File: src/rtl/alu_muldiv_seq_if.sv
// rtl/alu_muldiv_seq_if.sv - request/result and shared-ALU signals of the MULTU/DIVU sequencer
// The divzero flag exists only when MULDIV_DIVZERO_EN is defined.
interface alu_muldiv_seq_if #(
  parameter int WIDTH = 32
);
  logic             start;
  logic             op;
  logic [WIDTH-1:0] a;
  logic [WIDTH-1:0] b;
  logic             busy;
  logic             done;
  logic [WIDTH-1:0] hi;
  logic [WIDTH-1:0] lo;
  logic [WIDTH-1:0] alu_srca;
  logic [WIDTH-1:0] alu_srcb;
  logic [2:0]       alu_control;
  logic [WIDTH-1:0] alu_out;
`ifdef MULDIV_DIVZERO_EN
  logic             divzero;

  modport master (
    output start, op, a, b, alu_out,
    input  busy, done, hi, lo, alu_srca, alu_srcb, alu_control, divzero
  );

  modport slave (
    input  start, op, a, b, alu_out,
    output busy, done, hi, lo, alu_srca, alu_srcb, alu_control, divzero
  );
`else
  modport master (
    output start, op, a, b, alu_out,
    input  busy, done, hi, lo, alu_srca, alu_srcb, alu_control
  );

  modport slave (
    input  start, op, a, b, alu_out,
    output busy, done, hi, lo, alu_srca, alu_srcb, alu_control
  );
`endif
endinterface

File: src/rtl/alu_muldiv_seq.sv
// rtl/alu_muldiv_seq.sv - iterative unsigned MULTU/DIVU built on the shared ALU (ADD/SUB/SLT only)
// MULDIV_DIVZERO_EN adds a divzero flag and a one-cycle shortcut for DIVU by zero.
module alu_muldiv_seq #(
  parameter int         WIDTH  = 32,
  parameter logic [2:0] AC_ADD = 3'b010,
  parameter logic [2:0] AC_SUB = 3'b110,
  parameter logic [2:0] AC_SLT = 3'b111
) (
  input  logic              clk,
  input  logic              reset,
  alu_muldiv_seq_if.slave   bus
);
  localparam int CW = $clog2(WIDTH);

  typedef enum logic [1:0] {IDLE, PH_A, PH_B, DONE} state_t;

  state_t           state_q, state_d;
  logic             op_q, op_d;
  logic [CW-1:0]    cnt_q, cnt_d;
  logic [WIDTH-1:0] opnd_q, opnd_d;     // multiplicand or divisor
  logic [WIDTH-1:0] hi_q, hi_d;
  logic [WIDTH-1:0] lo_q, lo_d;
  logic [WIDTH-1:0] tmp_q, tmp_d;       // partial sum (MULTU) or shifted remainder r (DIVU)
  logic [WIDTH-1:0] addend_q, addend_d;
  logic             m_q, m_d;
  logic             lt_q, lt_d;
`ifdef MULDIV_DIVZERO_EN
  logic             divzero_q, divzero_d;
`endif

  logic [WIDTH-1:0] srca, srcb;
  logic [2:0]       ctrl;
  logic [WIDTH-1:0] div_r;
  logic             div_q;

  assign div_r = {hi_q[WIDTH-2:0], lo_q[WIDTH-1]};
  // A set overflow bit means r already exceeds any divisor, so subtract regardless of SLT.
  assign div_q = m_q | ~lt_q;

  always_comb begin : alu_drive
    srca = '0;
    srcb = '0;
    ctrl = AC_ADD;
    case (state_q)
      PH_A: begin
        if (!op_q) begin
          ctrl = AC_ADD;
          srca = hi_q;
          srcb = lo_q[0] ? opnd_q : '0;
        end else begin
          ctrl = AC_SLT;
          srca = div_r;
          srcb = opnd_q;
        end
      end
      PH_B: begin
        if (!op_q) begin
          // sum < addend exposes the carry out of the previous ADD
          ctrl = AC_SLT;
          srca = tmp_q;
          srcb = addend_q;
        end else begin
          ctrl = AC_SUB;
          srca = tmp_q;
          srcb = div_q ? opnd_q : '0;
        end
      end
      default: ;
    endcase
  end

  always_comb begin : next_state
    state_d  = state_q;
    op_d     = op_q;
    cnt_d    = cnt_q;
    opnd_d   = opnd_q;
    hi_d     = hi_q;
    lo_d     = lo_q;
    tmp_d    = tmp_q;
    addend_d = addend_q;
    m_d      = m_q;
    lt_d     = lt_q;
`ifdef MULDIV_DIVZERO_EN
    divzero_d = divzero_q;
`endif
    case (state_q)
      IDLE: begin
        if (bus.start) begin
          op_d    = bus.op;
          cnt_d   = '0;
          hi_d    = '0;
          opnd_d  = bus.op ? bus.b : bus.a;
          lo_d    = bus.op ? bus.a : bus.b;
          state_d = PH_A;
`ifdef MULDIV_DIVZERO_EN
          divzero_d = 1'b0;
          if (bus.op && (bus.b == '0)) begin
            lo_d      = '1;
            hi_d      = bus.a;
            divzero_d = 1'b1;
            state_d   = DONE;
          end
`endif
        end
      end
      PH_A: begin
        if (!op_q) begin
          tmp_d    = bus.alu_out;
          addend_d = srcb;
        end else begin
          tmp_d = div_r;
          m_d   = hi_q[WIDTH-1];
          lt_d  = bus.alu_out[0];
          lo_d  = lo_q << 1;
        end
        state_d = PH_B;
      end
      PH_B: begin
        if (!op_q) begin
          hi_d = {bus.alu_out[0], tmp_q[WIDTH-1:1]};
          lo_d = {tmp_q[0], lo_q[WIDTH-1:1]};
        end else begin
          hi_d = bus.alu_out;
          lo_d = {lo_q[WIDTH-1:1], div_q};
        end
        if (cnt_q == CW'(WIDTH-1)) begin
          state_d = DONE;
        end else begin
          cnt_d   = cnt_q + 1'b1;
          state_d = PH_A;
        end
      end
      DONE: state_d = IDLE;
      default: state_d = IDLE;
    endcase
  end

  always_ff @(posedge clk) begin
    if (reset) begin
      state_q  <= IDLE;
      op_q     <= 1'b0;
      cnt_q    <= '0;
      opnd_q   <= '0;
      hi_q     <= '0;
      lo_q     <= '0;
      tmp_q    <= '0;
      addend_q <= '0;
      m_q      <= 1'b0;
      lt_q     <= 1'b0;
`ifdef MULDIV_DIVZERO_EN
      divzero_q <= 1'b0;
`endif
    end else begin
      state_q  <= state_d;
      op_q     <= op_d;
      cnt_q    <= cnt_d;
      opnd_q   <= opnd_d;
      hi_q     <= hi_d;
      lo_q     <= lo_d;
      tmp_q    <= tmp_d;
      addend_q <= addend_d;
      m_q      <= m_d;
      lt_q     <= lt_d;
`ifdef MULDIV_DIVZERO_EN
      divzero_q <= divzero_d;
`endif
    end
  end

  assign bus.busy        = (state_q == PH_A) || (state_q == PH_B);
  assign bus.done        = (state_q == DONE);
  assign bus.hi          = hi_q;
  assign bus.lo          = lo_q;
  assign bus.alu_srca    = srca;
  assign bus.alu_srcb    = srcb;
  assign bus.alu_control = ctrl;
`ifdef MULDIV_DIVZERO_EN
  assign bus.divzero     = divzero_q;
`endif

endmodule
File: src/flat_wrapper.sv
// flat-port wrapper written by rule: the top's interface ports become plain ports
module alu_muldiv_seq_flat 
#(
  parameter int         WIDTH  = 32,
  parameter logic [2:0] AC_ADD = 3'b010,
  parameter logic [2:0] AC_SUB = 3'b110,
  parameter logic [2:0] AC_SLT = 3'b111
)
  (clk, reset, bus_start, bus_op, bus_a, bus_b, bus_alu_out, bus_busy, bus_done, bus_hi, bus_lo, bus_alu_srca, bus_alu_srcb, bus_alu_control);
  alu_muldiv_seq_if #(.WIDTH(WIDTH)) bus_i ();
  input  logic clk;
  input  logic reset;
  input wire logic [$bits(bus_i.start)-1:0] bus_start;
  input wire logic [$bits(bus_i.op)-1:0] bus_op;
  input wire logic [$bits(bus_i.a)-1:0] bus_a;
  input wire logic [$bits(bus_i.b)-1:0] bus_b;
  input wire logic [$bits(bus_i.alu_out)-1:0] bus_alu_out;
  output wire logic [$bits(bus_i.busy)-1:0] bus_busy;
  output wire logic [$bits(bus_i.done)-1:0] bus_done;
  output wire logic [$bits(bus_i.hi)-1:0] bus_hi;
  output wire logic [$bits(bus_i.lo)-1:0] bus_lo;
  output wire logic [$bits(bus_i.alu_srca)-1:0] bus_alu_srca;
  output wire logic [$bits(bus_i.alu_srcb)-1:0] bus_alu_srcb;
  output wire logic [$bits(bus_i.alu_control)-1:0] bus_alu_control;
  assign bus_i.start = bus_start;
  assign bus_i.op = bus_op;
  assign bus_i.a = bus_a;
  assign bus_i.b = bus_b;
  assign bus_i.alu_out = bus_alu_out;
  assign bus_busy = bus_i.busy;
  assign bus_done = bus_i.done;
  assign bus_hi = bus_i.hi;
  assign bus_lo = bus_i.lo;
  assign bus_alu_srca = bus_i.alu_srca;
  assign bus_alu_srcb = bus_i.alu_srcb;
  assign bus_alu_control = bus_i.alu_control;
  alu_muldiv_seq #(.WIDTH(WIDTH), .AC_ADD(AC_ADD), .AC_SUB(AC_SUB), .AC_SLT(AC_SLT)) u_core (.clk(clk), .reset(reset), .bus(bus_i));
endmodule
File: config.mk
export PLATFORM = sky130hd
export DESIGN_NAME = alu_muldiv_seq_flat
export DESIGN_NICKNAME = d
export VERILOG_FILES = /design/src/rtl/alu_muldiv_seq_if.sv /design/src/rtl/alu_muldiv_seq.sv /design/src/flat_wrapper.sv
export SDC_FILE = /design/constraint.sdc
export NUM_CORES = 1
export LEC_CHECK = 0
export BUFFER_PORTS_ARGS = -buffer_cell sky130_fd_sc_hd__buf_2
export CAP_MARGIN = 40
export CELL_PAD_IN_SITES_DETAIL_PLACEMENT = 1
export CELL_PAD_IN_SITES_GLOBAL_PLACEMENT = 1
export CORE_ASPECT_RATIO = 1.5
export CORE_UTILIZATION = 40
export DETAILED_ROUTE_END_ITERATION = 12
export GPL_TIMING_DRIVEN = 0
export PLACE_DENSITY_LB_ADDON = 0.1
export SETUP_SLACK_MARGIN = 0.15
export SYNTH_ARGS = -nofsm -noshare
export SYNTH_HDL_FRONTEND = slang
export SYNTH_SLANG_ARGS = --single-unit
File: constraint.sdc
create_clock -name clk -period 2.7 [get_ports clk]
set_input_delay 0.405 -clock clk [delete_from_list [all_inputs] [get_ports clk]]
set_output_delay 0.405 -clock clk [all_outputs]
set_load 0.05 [all_outputs]
==> flow_metrics.tcl <==
set metrics [dict create \
    antenna_found_initial 1 \
    clk_pin_slew_ns 0.06 \
    worstPathRequired_ns 2.30 \
    cp_common_cell "buf_8" \
    p_seq_frac 0.347 \
    post_drt_wl_per_cell_um 22.6 \
    final_common_cell "buf_2" \
    antenna_cells 0 \
    grt-ovfl-total 0 \
    tightest_slew_ns 0.823 \
    crit_fanout 7 \
    path_cells "inv_4, ha_4, buf_6, o21a_1, a31oi_4, buf_8, clkbuf_16, o21ai_4, buf_8" \
    port_buffers 229 \
    ctsHoldBuffers 0 \
    grt_pass1_vias 10548 \
    remaining_drc_errors 0 \
    ys_types 40 \
    synth-edff-count 0 \
    insertion_delay_ns 0.44 \
    vdd_drop_max_mv 0.532 \
    synth_seq_area_share 0.351 \
    grt_max_degree 17 \
    die_h_um 193 \
    postRouteAntennaNets 0 \
    status "finished clean" \
    vias 9981 \
    synth_warnings 0 \
    placementRows 69 \
    gp_congestion 0.843 \
    drt_wl_total_mm 38.4 \
    fmax_mhz 390 \
    yosys_register_bits 170 \
    cp-start-kind "register" \
    switchingPower_uw 3720 \
    clock_path_buffers 2 \
    period_share 0.951 \
    path_class "register to primary output" \
    path_delay_family "buffers and inverters" \
    final_cell_mix "187 x buf_2, 168 x dfxtp_1, 101 x nor2_1, 97 x a211oi_1, 78 x clkbuf_1" \
    post-route-util 0.546 \
    endpoint_kind "primary output" \
    cp.arrival_ns 2.16 \
    start_util 0.408 \
    core_area_um2 23700 \
    leakagePower_uw 0.00491 \
    cts_tree "done" \
    finalCriticalPeriod_ns 2.57 \
    die-area_um2 24900 \
    cts_buffers 17 \
    p_total_uw 8890 \
    synthArstFlopShare 0 \
    report.final.slew_viol_count 0 \
    worst_clock_skew_ns 0.0132 \
    drt_iter0_drc 344 \
    worst-path-buf-inv 5 \
    switching_share 0.419 \
    via_per_inst 5.86 \
    rsz0062_at_grt "true" \
    ff2ff_path_depth 7 \
    dp_hpwl_mm 28.6 \
    h-tree-depth 4 \
    grt_first_pass_wirelength_mm 58.3 \
    syn_inst 1107 \
    powerDensity_nw_per_um2 686 \
    internal-power_uw 5170 \
    hold_path_class "input pin to register" \
    areaGrowthSynthToFinish_pct 33.6 \
    cts-root-buf "clkbuf_16" \
    grtUsageTotal 0.307 \
    syn-num-nets 1214 \
    postSynthAreaPerCell_um2 8.76 \
    max_stage_delay_ns 0.36 \
    slew_headroom 0.450 \
    io_pins 233 \
    hold_depth 3 \
    synthesis.area_um2 9700 \
    die_x_um 129 \
    drtPass1Iterations 5 \
    combPwrFrac 0.397 \
    layout-drive-gt1-share 0.364 \
    maxCapViolCount 0 \
    p_clk_frac 0.255 \
    layout.nets 1478 \
    crit_slowest_cell "dfxtp_4" \
    cts.sinks 170 \
    synthFlopType "dfxtp_1" \
    hold_violations 0 \
    final-setup-viol-count 0 \
    cp_num_cells 9 \
]
worst reg2reg max path, delay by kind of cell (launching register included):
family          cells  cell delay (ns)
compound gates      2             0.44
fa+ha+maj           1             0.15
buf+inv             3             0.66
flops               1             0.35
simple gates        1             0.67
cells by family (layout without fill, tap and decap cells):
family          Yosys count  count (layout)  synth area share
mux                     134             134             0.147
fa+ha+maj                 7               7           0.00903
other cells               1               1          0.000387
flops                   170             170             0.351
simple gates            289             289             0.132
buf+inv                 139             415            0.0595
compound gates          367             367             0.301
worst paths after layout:
path              slack [ns]               from            endpoint
setup / recovery        0.13  u_core.state_q[1]    bus_alu_srcb[10]
hold reg to reg         0.46         u_core.m_q          u_core.m_q
setup reg to reg        0.34  u_core.state_q[1]  u_core.addend_q[9]
hold / removal          0.28     bus_alu_out[0]         u_core.lt_q
final cells by class:
class                           count  area [um2]
Sequential cell                   170        3410
Inverter                            5        23.8
Buffer                            133         850
Timing Repair Buffer              246        1610
Clock buffer                       24         462
Clock inverter                      7        46.3
Fill cell                        2810       10800
Tap cell                          319         399
Multi-Input combinational cell    798        6160
sequential cells by signal (all words and copies together) (netlist names):
signal / count
u_core.lt_q: 1
u_core.addend_q: 32
u_core.state_q: 2
u_core.cnt_q: 5
u_core.tmp_q: 32
u_core.bus.hi: 32
u_core.opnd_q: 32
u_core.bus.lo: 32
u_core.op_q: 1
u_core.m_q: 1
Yosys cell counts (2+ instances only):
cell	n	area, um2
nor2b_1	34	213
nand2_1	66	248
buf_6	4	45.0
buf_1	8	30.0
a21oi_1	7	35.0
ha_1	7	87.6
a211oi_1	97	728
mux2i_1	68	681
mux2_2	65	732
and2_1	3	18.8
inv_1	4	15.0
clkbuf_1	104	390
buf_2	17	85.1
o211ai_1	33	248
nand3b_1	4	30.0
dfxtp_1	170	3400
a22oi_1	32	240
nor3_1	2	10.0
nor2_1	131	492
a31oi_1	2	12.5
o32ai_2	30	488
o21ai_0	65	325
o31ai_1	35	263
nand3_1	38	190
nand4b_1	2	17.5
a32oi_1	32	280
a221oi_1	31	272
nand2b_1	4	25.0
repair_timing:
item | in CTS | in global routing
setup buffers | 7 | 5
endpoints found under the setup margin | 94 | 65
gates resized for setup | 178 | 49
cloned | 2 | 1
pin swaps | 1 | 0
metal layers:
metal	wire, um	vias up	global-route usage	share of wire
met4	1140	2	0.141	0.030
met5	10	-	0	0.00026
met2	21100	248	0.584	0.55
met3	1430	71	0.0457	0.037
li1	-	4719	-	-
met1	14800	4941	0.328	0.38
per-stage QoR:
stage,TNS [ns],std cells,worst slack [ns],hold WS (ns),area [um2]
floorplan,0,1107,0.111,0.439,10100
finish,0,1702,0.133,0.277,13000
global route,0,1702,0.0919,0.306,13000
detailed placement,-25.17,1657,-0.518,0.454,11600
CTS,0,1696,0.118,0.262,12800
global placement,-28.22,1655,-0.516,0.451,11600
power groups by stage:
stage	Sequential, uW	Clock [uW]	Combinational [uW]
6_report	3090	2270	3530
5_1_grt	3120	2360	3750
4_1_cts	3080	2280	3460
3_5_place_dp	3130	0	3220
3_3_place_gp	3120	0	3150
2_1_floorplan	3460	0	1870
(Power assumes the default switching activity.)
